$ cat src/rtl/fifo_rd_gen_if.sv
// Read-side port bundle of the asynchronous FIFO read-pointer generator.
//   slave  : seen by fifo_rd_gen (takes read requests and the synchronised
//            write pointer, returns pointer, address and status).
//   master : seen by whoever drives read requests (consumer / testbench).
// Signals:
//   R_EN            read request
//   R_FLUSH         discard all unread words
//   RQ2_W_PTR       Gray write pointer, already synchronised into the read clock
//   R_PTR           registered Gray read pointer for the write domain
//   R_ADDR          RAM read address
//   R_EMPTY         FIFO empty (registered)
//   R_ALMOST_EMPTY  level at or below the almost-empty threshold (registered)
//   R_LEVEL         number of readable words (combinational)
//   R_UNDERFLOW     one-cycle pulse after a rejected read
interface fifo_rd_gen_if #(
  parameter int PTR_SIZE   = 4,
  parameter int ADDR_WIDTH = 3
);
  logic                  R_EN;
  logic                  R_FLUSH;
  logic [PTR_SIZE-1:0]   RQ2_W_PTR;
  logic [PTR_SIZE-1:0]   R_PTR;
  logic [ADDR_WIDTH-1:0] R_ADDR;
  logic                  R_EMPTY;
  logic                  R_ALMOST_EMPTY;
  logic [PTR_SIZE-1:0]   R_LEVEL;
  logic                  R_UNDERFLOW;

  modport master (
    output R_EN, R_FLUSH, RQ2_W_PTR,
    input  R_PTR, R_ADDR, R_EMPTY, R_ALMOST_EMPTY, R_LEVEL, R_UNDERFLOW
  );

  modport slave (
    input  R_EN, R_FLUSH, RQ2_W_PTR,
    output R_PTR, R_ADDR, R_EMPTY, R_ALMOST_EMPTY, R_LEVEL, R_UNDERFLOW
  );
endinterface

$ cat src/rtl/fifo_rd_gen.sv
// Read-domain pointer generator of an asynchronous FIFO.
// Keeps a binary read pointer, hands the RAM its read address, publishes a
// glitch-free Gray pointer to the write domain and derives empty /
// almost-empty / level / underflow status from the synchronised write pointer.
// Ports:
//   R_CLK  read-domain clock (only clock)
//   R_RST  synchronous active-high reset
//   rd     fifo_rd_gen_if.slave bundle (see the interface file for signals)
module fifo_rd_gen #(
  parameter int MEM_DEPTH  = 8,
  parameter int PTR_SIZE   = $clog2(MEM_DEPTH) + 1,
  parameter int ADDR_WIDTH = $clog2(MEM_DEPTH),
  parameter int AE_THRESH  = 1
) (
  input  logic         R_CLK,
  input  logic         R_RST,
  fifo_rd_gen_if.slave rd
);

  localparam logic [PTR_SIZE-1:0] AE_LIMIT = PTR_SIZE'(AE_THRESH);
  localparam logic [PTR_SIZE-1:0] PTR_ONE  = PTR_SIZE'(1);

  // Binary to Gray, any width.
  function automatic logic [PTR_SIZE-1:0] bin2gray(input logic [PTR_SIZE-1:0] b);
    return b ^ (b >> 1);
  endfunction

  // Gray to binary by prefix XOR from the MSB downwards, any width.
  function automatic logic [PTR_SIZE-1:0] gray2bin(input logic [PTR_SIZE-1:0] g);
    logic [PTR_SIZE-1:0] b;
    b[PTR_SIZE-1] = g[PTR_SIZE-1];
    for (int i = PTR_SIZE - 2; i >= 0; i--) begin
      b[i] = b[i+1] ^ g[i];
    end
    return b;
  endfunction

  logic [PTR_SIZE-1:0] rbin_q, rbin_d;
  logic [PTR_SIZE-1:0] r_ptr_q, r_ptr_d;
  logic                empty_q, empty_d;
  logic                almost_empty_q, almost_empty_d;
  logic                underflow_q, underflow_d;

  logic [PTR_SIZE-1:0] wbin_s;
  logic [PTR_SIZE-1:0] gray_next_s;
  logic [PTR_SIZE-1:0] level_next_s;
  logic                rd_accept_s;

  // Next-state of the read pointer and the registered status flags.
  always_comb begin
    wbin_s       = gray2bin(rd.RQ2_W_PTR);
    // Flush wins over a read; a read is only taken while not registered-empty.
    rd_accept_s  = rd.R_EN & ~empty_q & ~rd.R_FLUSH;

    if (rd.R_FLUSH) begin
      rbin_d = wbin_s;
    end else if (rd_accept_s) begin
      rbin_d = rbin_q + PTR_ONE;
    end else begin
      rbin_d = rbin_q;
    end

    gray_next_s  = bin2gray(rbin_d);
    level_next_s = wbin_s - rbin_d;

    if (rd.R_FLUSH) begin
      r_ptr_d        = rd.RQ2_W_PTR;
      empty_d        = 1'b1;
      almost_empty_d = 1'b1;
      underflow_d    = 1'b0;
    end else begin
      r_ptr_d        = gray_next_s;
      // Full compare including the wrap bit, so a full FIFO is not empty.
      empty_d        = (gray_next_s == rd.RQ2_W_PTR);
      almost_empty_d = (level_next_s <= AE_LIMIT);
      underflow_d    = rd.R_EN & empty_q;
    end
  end

  // State registers with synchronous reset.
  always_ff @(posedge R_CLK) begin
    if (R_RST) begin
      rbin_q         <= {PTR_SIZE{1'b0}};
      r_ptr_q        <= {PTR_SIZE{1'b0}};
      empty_q        <= 1'b1;
      almost_empty_q <= 1'b1;
      underflow_q    <= 1'b0;
    end else begin
      rbin_q         <= rbin_d;
      r_ptr_q        <= r_ptr_d;
      empty_q        <= empty_d;
      almost_empty_q <= almost_empty_d;
      underflow_q    <= underflow_d;
    end
  end

  assign rd.R_PTR          = r_ptr_q;
  assign rd.R_ADDR         = rbin_q[ADDR_WIDTH-1:0];
  assign rd.R_EMPTY        = empty_q;
  assign rd.R_ALMOST_EMPTY = almost_empty_q;
  // Level tracks the live write pointer, so it is deliberately combinational.
  assign rd.R_LEVEL        = gray2bin(rd.RQ2_W_PTR) - rbin_q;
  assign rd.R_UNDERFLOW    = underflow_q;

endmodule

$ cat src/flat_wrapper.sv
// flat-port wrapper written by rule: the top's interface ports become plain ports
module fifo_rd_gen_flat 
#(
  parameter int MEM_DEPTH  = 8,
  parameter int PTR_SIZE   = $clog2(MEM_DEPTH) + 1,
  parameter int ADDR_WIDTH = $clog2(MEM_DEPTH),
  parameter int AE_THRESH  = 1
)
  (R_CLK, R_RST, rd_R_EN, rd_R_FLUSH, rd_RQ2_W_PTR, rd_R_PTR, rd_R_ADDR, rd_R_EMPTY, rd_R_ALMOST_EMPTY, rd_R_LEVEL, rd_R_UNDERFLOW);
  fifo_rd_gen_if #(.PTR_SIZE(PTR_SIZE), .ADDR_WIDTH(ADDR_WIDTH)) rd_i ();
  input  logic R_CLK;
  input  logic R_RST;
  input wire logic [$bits(rd_i.R_EN)-1:0] rd_R_EN;
  input wire logic [$bits(rd_i.R_FLUSH)-1:0] rd_R_FLUSH;
  input wire logic [$bits(rd_i.RQ2_W_PTR)-1:0] rd_RQ2_W_PTR;
  output wire logic [$bits(rd_i.R_PTR)-1:0] rd_R_PTR;
  output wire logic [$bits(rd_i.R_ADDR)-1:0] rd_R_ADDR;
  output wire logic [$bits(rd_i.R_EMPTY)-1:0] rd_R_EMPTY;
  output wire logic [$bits(rd_i.R_ALMOST_EMPTY)-1:0] rd_R_ALMOST_EMPTY;
  output wire logic [$bits(rd_i.R_LEVEL)-1:0] rd_R_LEVEL;
  output wire logic [$bits(rd_i.R_UNDERFLOW)-1:0] rd_R_UNDERFLOW;
  assign rd_i.R_EN = rd_R_EN;
  assign rd_i.R_FLUSH = rd_R_FLUSH;
  assign rd_i.RQ2_W_PTR = rd_RQ2_W_PTR;
  assign rd_R_PTR = rd_i.R_PTR;
  assign rd_R_ADDR = rd_i.R_ADDR;
  assign rd_R_EMPTY = rd_i.R_EMPTY;
  assign rd_R_ALMOST_EMPTY = rd_i.R_ALMOST_EMPTY;
  assign rd_R_LEVEL = rd_i.R_LEVEL;
  assign rd_R_UNDERFLOW = rd_i.R_UNDERFLOW;
  fifo_rd_gen #(.MEM_DEPTH(MEM_DEPTH), .PTR_SIZE(PTR_SIZE), .ADDR_WIDTH(ADDR_WIDTH), .AE_THRESH(AE_THRESH)) u_core (.R_CLK(R_CLK), .R_RST(R_RST), .rd(rd_i));
endmodule
$ cat config.mk
export PLATFORM = sky130hd
export DESIGN_NAME = fifo_rd_gen_flat
export DESIGN_NICKNAME = d
export VERILOG_FILES = /design/src/rtl/fifo_rd_gen_if.sv /design/src/rtl/fifo_rd_gen.sv /design/src/flat_wrapper.sv
export SDC_FILE = /design/constraint.sdc
export NUM_CORES = 1
export LEC_CHECK = 0
export CORE_ASPECT_RATIO = 0.7
export CORE_MARGIN = 2
export CORE_UTILIZATION = 54
export CTS_CLUSTER_SIZE = 10
export DETAILED_ROUTE_END_ITERATION = 8
export PLACE_DENSITY = 0.84
export SYNTH_ARGS = -nofsm -noshare
export SYNTH_HDL_FRONTEND = slang
export SYNTH_SLANG_ARGS = --single-unit
export TNS_END_PERCENT = 10
$ cat constraint.sdc
create_clock -name R_CLK -period 5.18 [get_ports R_CLK]
set_clock_uncertainty 0.15 [all_clocks]
set_input_delay 1.036 -clock R_CLK [delete_from_list [all_inputs] [get_ports R_CLK]]
set_output_delay 1.036 -clock R_CLK [all_outputs]
set_load 0.005 [all_outputs]
==> impl_metrics.py, run 1 <==
metrics = {
    "synth": {
        "synth-seq-cells": 11,
        "synth_mux_area_share_pct": 1.95,
        "netlist_top_cells_area": "dfxtp_1 (21%), ha_1 (8.5%), xnor2_1 (5.1%)",
        "syn_area_sq_um": 1030,
        "ys_types": 41,
        "synth-adder-area-share_pct": 10.5,
        "synthCells": 111,
        "ys_seq_area_share_pct": 21.4,
        "syn_nets": 127,
        "avgSynthCellArea_sq_um": 9.25,
        "synth_top_cell_by_area": "dfxtp_1",
        "yosys.area.top_type_share_pct": 21.4,
        "yosys.area_share.simple_pct": 16.7,
        "synth_compound_area_share_pct": 18.9,
        "ys_warn_count": 0,
        "synth_xor_area_share_pct": 18.3,
        "synth_top_family_by_area": "compound AO/OA/AOI/OAI gates",
    },
    "drt": {
        "drc": 0,
        "wl_per_cell_microns": 13.9,
        "vias_per_cell": 5.65,
        "drt_pass1_iterations": 4,
        "vias": 848,
        "postRouteAntennaNets": 0,
        "wl_mm": 2.09,
        "drt_iter0_markers": 16,
    },
    "floorplan": {
        "dieHeight_microns": 40.5,
        "die_x_microns": 56.1,
        "rows": 13,
        "initial_utilization_pct": 56.4,
        "core_region_area_sq_um": 1820,
        "boundaryPins": 22,
        "die-area_sq_um": 2270,
    },
    "setup_path": {
        "crit_start": "rd_RQ2_W_PTR[3]",
        "r2r_setup_slack_ns": 2.45,
        "arrival_ns": 3.57,
        "worstSetupStartpointType": "input port",
        "rr_startpoint": "u_core.rbin_q[0]$_SDFF_PP0_",
        "r2r_end": "u_core.rd.R_ALMOST_EMPTY$_SDFF_PP1_",
        "crit_type": "input port to primary output",
        "crit_chain": "clkdlybuf4s50_1, xnor2_2, xnor2_4, inv_1, ha_1, a21o_1, a21oi_1, xor2_1, clkdlybuf4s50_1",
        "worstPathMaxFanout": 7,
        "critPathMaxStageDelay_ns": 0.52,
        "required_ns": 3.99,
        "worstRegToRegCells": 11,
        "cp-endpoint": "rd_R_LEVEL[3]",
        "crit_path_top_delay_cell": "clkdlybuf4s50_1",
        "crit_top_cell": "clkdlybuf4s50_1",
        "worstSetupEndpointType": "primary output",
    },
    "sta": {
        "slew_viol_final": 0,
        "tns_ns": 0,
        "timing.fmax_ghz": 0.210,
        "rsz0062_at_grt": "no",
        "hold_violations": 0,
        "layout_worst_path_cycle_share_pct": 91.8,
        "setup_violations": 0,
        "tightestPinTransition_ns": 0.406,
        "worst_slew_margin_rel_pct": 72.9,
        "layout_min_cycle_time_ns": 4.75,
    },
    "grt": {
        "grt_max_degree": 16,
        "gr-total-overflow": 0,
        "antenna_found_initial": 0,
        "grt_pass1_wl_mm": 3.43,
        "grtUsageTotal_pct": 20.9,
        "grt_pass1_vias": 784,
    },
    "clock_tree": {
        "cts.clk_slew.worst_paths_ns": 0.07,
        "cts_setup_buffers": 0,
        "cts_buffer_depth": 2,
        "clk_latency_ns": 0.27,
        "clkSinkCount": 11,
        "cts_tree": "done",
        "numCtsBuffers": 3,
        "ctsResizeCount": 0,
        "h-tree-depth": 1,
        "hold_buffers": 0,
        "ctsRootBufferMaster": "clkbuf_4",
    },
    "power_and_ir_drop": {
        "leakagePower_nw": 0.538,
        "total_power_mw": 0.319,
        "powerDensity_nw_per_um2": 260,
        "ir_worst_vdd_uv": 157,
    },
    "layout": {
        "n_antenna_cell": 0,
        "final_common_cell": "clkdlybuf4s50_1",
        "design_area_sq_um": 1230,
        "layout-drive-gt1-share_pct": 10.2,
        "final_cell_mix": "clkdlybuf4s50_1 (21), inv_1 (12), dfxtp_1 (11)",
        "fillers": 155,
        "syn2layout_area_growth_pct": 19.5,
        "final_nets": 145,
    },
    "worst_hold_path": {
        "hold_path_class": "flop to flop",
    },
    "place": {
        "dp_hpwl_mm": 1.67,
        "place_area_sq_um": 1200,
        "gp_congestion": 0.840,
        "io_buffers": 21,
    },
    "outcome": {
        "outcome": "finished, final reports clean",
    },
    "run": {
        "drv_cap": 0,
    },
}
## metal layers
layer	GRT usage, %	vias up	wire length (microns)
met2	34.7	31	925
met3	6.45	4	121
met4	8.33	0	21
li1	-	421	-
met1	26.0	392	1020
met5	0	-	0
## final cells by class
cell class              count  area [sq um]  area share, %
multi-input cells          79           681           55.5
well taps                  22          27.5           2.24
flip-flops and latches     11           220           17.9
inverters                  13          62.6           5.10
repair buffers             21           210           17.1
clock buffers               4          26.3           2.14
## report_power, final
part | internal [mW] | switching, mW | total, mW
combinational | 0.0865 | 0.0726 | 0.159
clock | 0.0298 | 0.0302 | 0.0601
sequential | 0.0930 | 0.00708 | 0.100
## worst min path at each step
| stage | slack (ns) | startpoint | end | cells past startpoint |
|---|---|---|---|---|
| 3_3_place_gp | 0.45 | u_core.rd.R_EMPTY$_SDFF_PP1_ | u_core.rd.R_UNDERFLOW$_SDFF_PP0_ | 1 |
| 5_1_grt | 0.49 | u_core.rd.R_EMPTY$_SDFF_PP1_ | u_core.rd.R_UNDERFLOW$_SDFF_PP0_ | 1 |
| 3_5_place_dp | 0.45 | u_core.rd.R_EMPTY$_SDFF_PP1_ | u_core.rd.R_UNDERFLOW$_SDFF_PP0_ | 1 |
| 4_1_cts | 0.46 | u_core.rd.R_EMPTY$_SDFF_PP1_ | u_core.rd.R_UNDERFLOW$_SDFF_PP0_ | 1 |
| 2_1_floorplan | 0.41 | u_core.rd.R_EMPTY$_SDFF_PP1_ | u_core.rd.R_UNDERFLOW$_SDFF_PP0_ | 1 |
| 6_report | 0.47 | u_core.rd.R_EMPTY$_SDFF_PP1_ | u_core.rd.R_UNDERFLOW$_SDFF_PP0_ | 1 |
## cell usage after synthesis, drive strengths merged
cell	count
a31oi	1
a22o	1
a31o	2
nand2	4
a221oi	1
nor4b	1
a21oi	6
buf	6
and3	3
inv	12
or2	2
dfxtp	11
a211oi	6
mux2i	2
ha	7
fa	1
bufinv	1
and2	2
xor2	6
clkbuf	2
o21ai	2
xnor3	1
nor3b	1
nand3b	2
nor2	8
o311a	1
o31a	1
nor3	2
a2111oi	1
xnor2	9
a21o	1
a21bo	1
nand2b	1
o211a	1
nor4	2
## worst max-delay path, delay by kind of cell
kind | cells | cell delay [ns]
adder cells (fa/ha/maj) | 1 | 0.30
XOR/XNOR | 3 | 0.70
AO/OA/AOI/OAI | 2 | 0.36
buffers and inverters | 3 | 1.17
## registers in the layout, indices dropped and copies added (netlist names)
register,cells
u_core.rd.R_EMPTY,1
u_core.rd.R_ALMOST_EMPTY,1
u_core.rd.R_PTR,4
u_core.rd.R_UNDERFLOW,1
u_core.rbin_q,4
## kinds of logic after synthesis
family,Yosys count
and+or+nand+nor,28
adders and majority gates,8
AOI/OAI and AO/OA,25
DFF,11
muxes,2
buffers and inverters,21
xor gates and xnor gates,16
## through the flow
step,setup WS [ns],instances,hold slack (ns),utilization [%]
after detailed placement,0.440,146,0.454,65.9
after CTS,0.424,150,0.457,67.4
after global routing,0.278,150,0.487,67.4
after global placement,0.500,146,0.449,65.9
final,0.427,150,0.473,67.4
after floorplan,1.62,111,0.406,-
Note: power is estimated with default switching activity, not from simulation.
==> run 2, diff against run 1 <==
--- a/config.mk
+++ b/config.mk
@@ -11,6 +11,7 @@
 export CTS_CLUSTER_SIZE = 10
 export DETAILED_ROUTE_END_ITERATION = 8
 export PLACE_DENSITY = 0.84
+export SLEW_MARGIN = 40
 export SYNTH_ARGS = -nofsm -noshare
 export SYNTH_HDL_FRONTEND = slang
 export SYNTH_SLANG_ARGS = --single-unit
==> results of run 2 <==
Same layout as run 1: the final DEF is identical, and so are final timing and power.
==> run 3, diff against run 2 <==
--- a/config.mk
+++ b/config.mk
@@ -5,12 +5,12 @@
 export SDC_FILE = /design/constraint.sdc
 export NUM_CORES = 1
 export LEC_CHECK = 0
-export CORE_ASPECT_RATIO = 0.7
 export CORE_MARGIN = 2
-export CORE_UTILIZATION = 54
+export CORE_UTILIZATION = 56
+export CTS_BUF_LIST = sky130_fd_sc_hd__clkbuf_2 sky130_fd_sc_hd__clkbuf_4 sky130_fd_sc_hd__clkbuf_8
 export CTS_CLUSTER_SIZE = 10
 export DETAILED_ROUTE_END_ITERATION = 8
-export PLACE_DENSITY = 0.84
+export PLACE_DENSITY = 0.87
 export SLEW_MARGIN = 40
 export SYNTH_ARGS = -nofsm -noshare
 export SYNTH_HDL_FRONTEND = slang
==> run 3 against run 2 <==
- wire length increased by 0.96%
- die area decreased by 3.5%
- worst hold slack got worse by 0.029 ns
- global-route usage increased by 1.1 points
- clock-buffer cell count unchanged
- sequential share of layout area decreased by 0.11 points
- cell count increased by 2.0%
- utilization increased by 4.1 points
- critical path depth increased by 1
- largest cell class unchanged
- largest power group unchanged
==> impl_metrics.py, run 3 (synthesis gave the netlist of run 1 again) <==
metrics = {
    "outcome": {
        "outcome": "finished, final reports clean",
    },
    "sta": {
        "layout_worst_path_cycle_share_pct": 91.1,
        "slew_viol_final": 0,
        "hold_violations": 0,
        "tightestPinTransition_ns": 0.407,
        "setup_violations": 0,
        "timing.fmax_ghz": 0.212,
        "fin_ws_ns": 0.464,
        "tns_ns": 0,
        "layout_min_cycle_time_ns": 4.72,
        "worst_slew_margin_rel_pct": 72.8,
        "rsz0062_at_grt": "no",
    },
    "clock_tree": {
        "cts_buffer_depth": 2,
        "clk_latency_ns": 0.27,
        "clkSinkCount": 11,
        "numCtsBuffers": 3,
        "cts.clk_slew.worst_paths_ns": 0.07,
        "cts_setup_buffers": 0,
        "cts_tree": "done",
        "ctsResizeCount": 0,
        "h-tree-depth": 1,
        "ctsRootBufferMaster": "clkbuf_4",
        "hold_buffers": 0,
    },
    "floorplan": {
        "dieHeight_microns": 46.8,
        "initial_utilization_pct": 59.5,
        "die_x_microns": 46.8,
        "core_region_area_sq_um": 1730,
        "rows": 15,
        "boundaryPins": 22,
        "die-area_sq_um": 2190,
    },
    "drt": {
        "drc": 0,
        "vias": 843,
        "drt_iter0_markers": 5,
        "wl_per_cell_microns": 13.8,
        "vias_per_cell": 5.51,
        "wl_mm": 2.11,
        "drt_pass1_iterations": 4,
        "postRouteAntennaNets": 0,
    },
    "setup_path": {
        "crit_type": "input port to primary output",
        "required_ns": 3.99,
        "arrival_ns": 3.53,
        "worstPathMaxFanout": 7,
        "worstSetupEndpointType": "primary output",
        "worstSetupStartpointType": "input port",
    },
    "layout": {
        "final_cell_mix": "clkdlybuf4s50_1 (21), inv_1 (12), dfxtp_1 (11)",
        "syn2layout_area_growth_pct": 20.2,
        "layout-drive-gt1-share_pct": 10.9,
        "final_common_cell": "clkdlybuf4s50_1",
        "fillers": 151,
        "n_antenna_cell": 0,
        "stdcell_count": 153,
        "final_util_pct": 71.5,
        "final_nets": 145,
    },
    "run": {
        "drv_cap": 0,
    },
    "grt": {
        "use_met1_pct": 24.4,
        "use_met3_pct": 6.54,
        "grt_pass1_wl_mm": 3.37,
        "met2_usage_pct": 38.4,
        "grt_pass1_vias": 795,
        "grt_busiest_layer": "met2",
        "gr-total-overflow": 0,
        "antenna_found_initial": 0,
        "grtUsageTotal_pct": 22.0,
        "grt_max_degree": 16,
    },
    "place": {
        "pre_cts_slack_ns": 0.462,
        "io_buffers": 21,
        "dp_hpwl_mm": 1.63,
        "gp_congestion": 0.816,
        "dp_cells": 149,
    },
    "power_and_ir_drop": {
        "powerDensity_nw_per_um2": 262,
        "total_power_mw": 0.324,
        "intPower_mw": 0.215,
        "ir_worst_vdd_uv": 182,
        "leakagePower_nw": 0.541,
        "pwr-share-seq_pct": 31.0,
        "p_sw_mw": 0.109,
        "p_clk_share_pct": 19.9,
        "switching_share_pct": 33.7,
        "p_comb_share_pct": 49.2,
    },
    "worst_hold_path": {
        "hold_path_class": "flop to flop",
    },
}
## run 3: area by class of cell
cell class / count / area, sq um / area share, %
Multi-Input combinational cell: 79 / 681 / 55.1
Sequential cell: 11 / 220 / 17.8
Timing Repair Buffer: 21 / 210 / 17.0
Inverter: 13 / 62.6 / 5.07
Tap cell: 25 / 31.3 / 2.53
Clock buffer: 4 / 30.0 / 2.43
## run 3: worst paths after layout
kind,startpoint,end,slack (ns),depth (start not counted)
worst max-delay path,rd_RQ2_W_PTR[3],rd_R_LEVEL[2],0.46,10
worst min-delay path,u_core.rd.R_EMPTY$_SDFF_PP1_,u_core.rd.R_UNDERFLOW$_SDFF_PP0_,0.44,1
worst max register to register,u_core.rbin_q[0]$_SDFF_PP0_,u_core.rd.R_ALMOST_EMPTY$_SDFF_PP1_,2.38,11
worst min register to register,u_core.rd.R_EMPTY$_SDFF_PP1_,u_core.rd.R_UNDERFLOW$_SDFF_PP0_,0.44,1
## run 3: power groups by stage
stage | clock, mW | combinational, mW | sequential (mW)
global placement | 0 | 0.153 | 0.102
floorplan | 0 | 0.105 | 0.101
detailed placement | 0 | 0.158 | 0.102
finish | 0.0644 | 0.159 | 0.100
CTS | 0.0664 | 0.160 | 0.100
global route | 0.0720 | 0.175 | 0.101
## run 3: worst max-delay path, cell delays in order
cell	delay [ns]
clkdlybuf4s50_1	0.51
xnor2_2	0.33
xnor2_4	0.21
xnor2_1	0.13
inv_1	0.09
ha_1	0.15
inv_1	0.07
fa_1	0.37
xor2_1	0.13
clkdlybuf4s50_1	0.51
## run 3: per-layer routing
layer  share of wire, %  vias to the layer above
li1                   -                      416
met1                 43                      395
met2                 50                       23
met3                4.5                        9
met4                2.5                        0
met5                  0                        -
## run 3: through the flow
stage	hold slack (ns)	area, sq um
after global routing	0.469	1230
after floorplan	0.406	1030
after CTS	0.448	1230
final	0.444	1230
after detailed placement	0.436	1200
after global placement	0.432	1200
